File: config.mk
export PLATFORM = sky130hd
export DESIGN_NAME = bus_transfer_ctrl
export DESIGN_NICKNAME = d
export VERILOG_FILES = /design/src/rtl/bus_xfer_pkg.sv /design/src/rtl/bus_transfer_ctrl_onehot_decoder.sv /design/src/rtl/bus_transfer_ctrl.sv
export SDC_FILE = /design/constraint.sdc
export NUM_CORES = 1
export LEC_CHECK = 0
export ABC_AREA = 0
export CAP_MARGIN = 30
export CORE_ASPECT_RATIO = 1.25
export CORE_MARGIN = 4
export CORE_UTILIZATION = 40
export DETAILED_ROUTE_END_ITERATION = 8
export PLACE_DENSITY = 0.77
export SLEW_MARGIN = 20
export SYNTH_ARGS = -nofsm -noshare
export SYNTH_HDL_FRONTEND = slang
export SYNTH_HIERARCHICAL = 1
export SYNTH_SLANG_ARGS = --single-unit
File: constraint.sdc
create_clock -name clock -period 1.8 [get_ports clock]
set_input_delay 0.36 -clock clock [delete_from_list [all_inputs] [get_ports clock]]
set_output_delay 0.36 -clock clock [all_outputs]
set_load 0.005 [all_outputs]
File: src/rtl/bus_xfer_pkg.sv
// Shared types and helpers for the bus transfer sequencer.
package bus_xfer_pkg;

    localparam logic [1:0] ST_IDLE  = 2'd0;
    localparam logic [1:0] ST_DRIVE = 2'd1;
    localparam logic [1:0] ST_LATCH = 2'd2;

    typedef enum logic [1:0] {
        IDLE  = ST_IDLE,
        DRIVE = ST_DRIVE,
        LATCH = ST_LATCH
    } xfer_state_t;

    // Bits needed to index n registers (minimum 1).
    function automatic int idx_width(input int n);
        int w;
        w = 1;
        while ((1 << w) < n) w++;
        return w;
    endfunction

endpackage

File: src/rtl/bus_transfer_ctrl_onehot_decoder.sv
// Enabled index-to-one-hot decoder; all zeros when disabled.
module onehot_decoder #(
    parameter int NREGS = 8,
    parameter int IDXW  = 3
) (
    input  logic              i_en,
    input  logic [IDXW-1:0]   i_idx,
    output logic [NREGS-1:0]  o_dec
);

    // Out-of-range indices simply decode to zero.
    always_comb begin
        o_dec = '0;
        for (int i = 0; i < NREGS; i++) begin
            o_dec[i] = i_en && (i_idx == i[IDXW-1:0]);
        end
    end

endmodule

File: src/rtl/bus_transfer_ctrl.sv
// Register-to-register move sequencer: IDLE -> DRIVE -> LATCH.
// Optional immediate path enabled by macro BUS_XFER_IMM_EN.
module bus_transfer_ctrl
    import bus_xfer_pkg::*;
#(
    parameter int WIDTH = 8,
    parameter int NREGS = 8,
    parameter int IDXW  = idx_width(NREGS)
) (
    input  logic              clock,
    input  logic              reset,
    input  logic              req_valid,
    output logic              req_ready,
    input  logic [IDXW-1:0]   req_src,
    input  logic [IDXW-1:0]   req_dst,
`ifdef BUS_XFER_IMM_EN
    input  logic              req_imm,
    input  logic [WIDTH-1:0]  imm_data,
    output logic [WIDTH-1:0]  bus_out,
`endif
    output logic [NREGS-1:0]  oe,
    output logic [NREGS-1:0]  ld,
    output logic              busy,
    output logic              done,
    output logic              err
);

    localparam logic [IDXW:0] NREGS_W = (IDXW+1)'(NREGS);

    if (NREGS < 2 || WIDTH < 1) begin : g_param_check
        $error("bus_transfer_ctrl: NREGS must be >= 2 and WIDTH >= 1");
    end

    xfer_state_t        r_state, w_next;
    logic [IDXW-1:0]    r_src, r_dst;
    logic [NREGS-1:0]   r_oe, r_ld, w_oe_dec, w_ld_dec;
    logic               r_done, r_err;
    logic               w_accept, w_legal, w_req_imm, w_imm_next;
    logic               w_src_ok, w_dst_ok;
    logic [IDXW-1:0]    w_oe_idx;

    assign w_accept = req_valid && (r_state == IDLE);
    assign w_src_ok = {1'b0, req_src} < NREGS_W;
    assign w_dst_ok = {1'b0, req_dst} < NREGS_W;
    // Immediate moves have no source register, so only dst is checked.
    assign w_legal  = w_dst_ok && (w_req_imm || (w_src_ok && (req_src != req_dst)));

`ifdef BUS_XFER_IMM_EN
    logic               r_imm;
    logic [WIDTH-1:0]   r_data;

    assign w_req_imm  = req_imm;
    assign w_imm_next = (r_state == IDLE) ? req_imm : r_imm;
    assign bus_out    = (r_imm && (r_state != IDLE)) ? r_data : {WIDTH{1'bz}};

    // Capture immediate payload on acceptance.
    always_ff @(posedge clock or posedge reset) begin
        if (reset) begin
            r_imm  <= 1'b0;
            r_data <= '0;
        end else if (w_accept) begin
            r_imm  <= req_imm;
            r_data <= imm_data;
        end
    end
`else
    assign w_req_imm  = 1'b0;
    assign w_imm_next = 1'b0;
`endif

    // Next-state logic; illegal requests retire straight from IDLE.
    always_comb begin
        w_next = r_state;
        case (r_state)
            IDLE:    if (w_accept && w_legal) w_next = DRIVE;
            DRIVE:   w_next = LATCH;
            LATCH:   w_next = IDLE;
            default: w_next = IDLE;
        endcase
    end

    // Strobes are decoded from the next state and registered, so the
    // source index comes straight from the request on the accept edge.
    assign w_oe_idx = (r_state == IDLE) ? req_src : r_src;

    onehot_decoder #(.NREGS(NREGS), .IDXW(IDXW)) u_oe_dec (
        .i_en  ((w_next != IDLE) && !w_imm_next),
        .i_idx (w_oe_idx),
        .o_dec (w_oe_dec)
    );

    onehot_decoder #(.NREGS(NREGS), .IDXW(IDXW)) u_ld_dec (
        .i_en  (w_next == LATCH),
        .i_idx (r_dst),
        .o_dec (w_ld_dec)
    );

    // State, strobe and completion registers.
    always_ff @(posedge clock or posedge reset) begin
        if (reset) begin
            r_state <= IDLE;
            r_oe    <= '0;
            r_ld    <= '0;
            r_done  <= 1'b0;
            r_err   <= 1'b0;
        end else begin
            r_state <= w_next;
            r_oe    <= w_oe_dec;
            r_ld    <= w_ld_dec;
            r_done  <= (r_state == LATCH) || (w_accept && !w_legal);
            r_err   <= w_accept && !w_legal;
        end
    end

    // Request index capture.
    always_ff @(posedge clock or posedge reset) begin
        if (reset) begin
            r_src <= '0;
            r_dst <= '0;
        end else if (w_accept) begin
            r_src <= req_src;
            r_dst <= req_dst;
        end
    end

    assign req_ready = (r_state == IDLE);
    assign busy      = (r_state != IDLE);
    assign oe        = r_oe;
    assign ld        = r_ld;
    assign done      = r_done;
    assign err       = r_err;

endmodule

==> impl_metrics.ini <==
[status]
status = completed

[timing]
setup_viol = 0
period_needed_ns = 1.667
slew-limit-headroom = 0.7608
skew_ns = 0.005086
hold_viol_final = 0
drv_slew = 0
worst_pin_slew_ns = 0.3584
fin_crit_sh = 0.9263
rsz0062_at_grt = false
timing.fmax_ghz = 0.5998
hold_ws_ns = 0.3047

[power_and_ir_drop]
power.leakage_nw = 0.7161
power_density_mw_per_mm2 = 953.5
max-vdd-ir-drop_v = 0.0006020
fin_total_pwr_mw = 1.470

[clock_tree]
ctsHoldBuffers = 0
htree_levels = 1
cts_tree = yes
cts.path.max_buffers = 2
cts.sinks = 26
clk_pin_slew_ns = 0.13
clk-insertion-delay-late_ns = 0.31
root_buffer = clkbuf_4
cts_buffers = 3

[synth]
synth_nets = 75
synthTopCellsByArea = dfrtp_1 61%, mux2_2 9.5%, and4bb_1 4.7%, and4b_2 4.2%, nor4b_2 2.8%
yosysTopAreaCell = dfrtp_1
yosysTopAreaCellShare = 0.6089
syn_area_per_cell_um2 = 16.19
ys_types = 20
synth.yosys.seq_area_share = 0.6089
synthCells = 66
yosysWarnings = 6
ys_ff_latch = 26
syn-cell-area_mm2 = 0.001069

[worst_hold_path]
hp-class = input port to asynchronous set/reset pin

[die]
die_h_um = 65.79
coreArea_mm2 = 0.002502
ios = 29
die_w_um = 54.23
die_area_mm2 = 0.003568
start_util = 0.4270
row_count = 20

[worst_setup_path]
arrival_ns = 1.31
crit_family = buffers and inverters
worst_setup_path_start_kind = register
required_ns = 1.44
crit_type = register to output pin
cp_common_cell = buf_4
worstPathCellList = nor2_1 -> buf_4 -> buf_4 -> dlygate4sd2_1
slowest_delay_ns = 0.44
crit_fanout = 3
slowest_stage = dfrtp_2
cp-end-kind = output pin
crit_buf_inv = 3

[place]
hpwl_um = 1588
numPortBuffers = 28
place_area_mm2 = 0.001465
gp_congestion = 0.7412
placed_cells = 137

[routing]
routed_via_density = 5.192
wl_per_cell_um = 15.05
drc = 0
postRouteWirelength_um = 2197
drt-pass1-iter-count = 2
ant_nets = 0
drt_iter0_markers = 2
routed-via-count = 758

[layout]
diodes = 0
final_cell_count_no_fill = 146
drive_gt1_frac = 0.3805
area_growth_pct = 44.26
nNetsFinal = 123
fin_area_mm2 = 0.001541
layout_common_cells = 26 x clkdlybuf4s50_1, 25 x dfrtp_1, 15 x buf_4
final_common_cell = clkdlybuf4s50_1
final_util = 0.6160

[grt]
grt_overflow = 0
antenna_found_initial = 0
grt_pass1_vias = 836
grt_pass1_wl_um = 3815
grt_start_max_net_pins = 15
track_usage = 0.1482

[job]
drv_cap = 0
==> worst paths after layout <==
path / startpoint / to / slack [ns] / cells past startpoint
max: r_state[1]$_DFF_PP0_ / req_ready / 0.13 / 4
max in group asynchronous: reset / r_state[1]$_DFF_PP0_ / 1.02 / 3
min in group clock: r_src[2]$_DFFE_PP0P_ / r_src[2]$_DFFE_PP0P_ / 0.52 / 1
min reg2reg: r_src[2]$_DFFE_PP0P_ / r_src[2]$_DFFE_PP0P_ / 0.52 / 1
max reg2reg: r_state[1]$_DFF_PP0_ / oe[6]$_DFF_PP0_ / 0.17 / 6
min: reset / oe[2]$_DFF_PP0_ / 0.30 / 2
==> Yosys cell counts <==
master / n
nor4b_2: 2
nand2b_1: 1
dfrtp_1: 26
and4bb_1: 4
o21ba_2: 1
o31a_1: 1
xor2_1: 3
nor2_1: 1
inv_1: 2
nor4_1: 1
o41ai_2: 1
and4bb_2: 2
nor2b_1: 1
and4b_1: 2
and4b_2: 4
mux2_2: 9
or3b_4: 1
o41a_1: 1
nor3b_2: 1
and4_2: 2
==> registers in the layout, indices dropped and copies added (netlist names) <==
name / flops
r_state: 2
done: 1
r_dst: 3
err: 1
ld: 8
oe: 8
r_src: 3
==> worst reg2reg max path, delay by kind of cell, from the launching register on <==
| kind | cells | cell delay (ns) |
|---|---|---|
| flip-flops | 1 | 0.44 |
| multiplexers | 1 | 0.39 |
| AND/OR/NAND/NOR | 2 | 0.36 |
| buffers and inverters | 3 | 0.35 |
==> cells by family (layout without fill, tap and decap cells) <==
group / Yosys count / count (layout) / synth area share
flops: 26 / 26 / 0.6089
mux: 9 / 9 / 0.09485
simple gates: 22 / 22 / 0.2213
buf+inv: 2 / 49 / 0.007028
compound gates: 4 / 4 / 0.04333
xor+xnor: 3 / 3 / 0.02459
==> what timing repair did <==
item                                    in CTS  in global routing
endpoints found under the setup margin       2                  1
gates resized for setup                      2                  1
buffers inserted                             5                  0
endpoints found under the hold margin        0                  0
==> layer usage <==
metal | share of wire | routed length (µm) | up-vias | GRT usage
met5 | 0 | 0 | - | 0
met4 | 0.018 | 40 | 0 | 0.06854
met3 | 0.065 | 142 | 7 | 0.04740
met2 | 0.53 | 1162 | 27 | 0.2470
met1 | 0.39 | 852 | 374 | 0.1659
li1 | - | - | 350 | -
==> final cells by class <==
| class | count | area, µm² |
|---|---|---|
| Tap cell | 33 | 41.29 |
| Inverter | 2 | 7.507 |
| Sequential cell | 26 | 651.9 |
| Fill cell | 205 | 960.9 |
| Timing Repair Buffer | 43 | 394.1 |
| Clock buffer | 4 | 36.28 |
| Multi-Input combinational cell | 38 | 410.4 |
==> report_power, final <==
group | total, mW | switching, mW | internal (mW)
clock network | 0.283 | 0.159 | 0.124
registers | 0.735 | 0.0667 | 0.668
logic | 0.452 | 0.170 | 0.282
total | 1.47 | 0.397 | 1.07
==> stage by stage <==
| stage | setup TNS (ns) | worst slack, ns |
|---|---|---|
| after floorplan | 0 | 0.3306 |
| after global placement | -0.3994 | -0.07595 |
| after detailed placement | -0.5168 | -0.1088 |
| after CTS | 0 | 0.007630 |
| after global routing | 0 | 0.06313 |
| final | 0 | 0.1326 |
(Power assumes the default switching activity.)
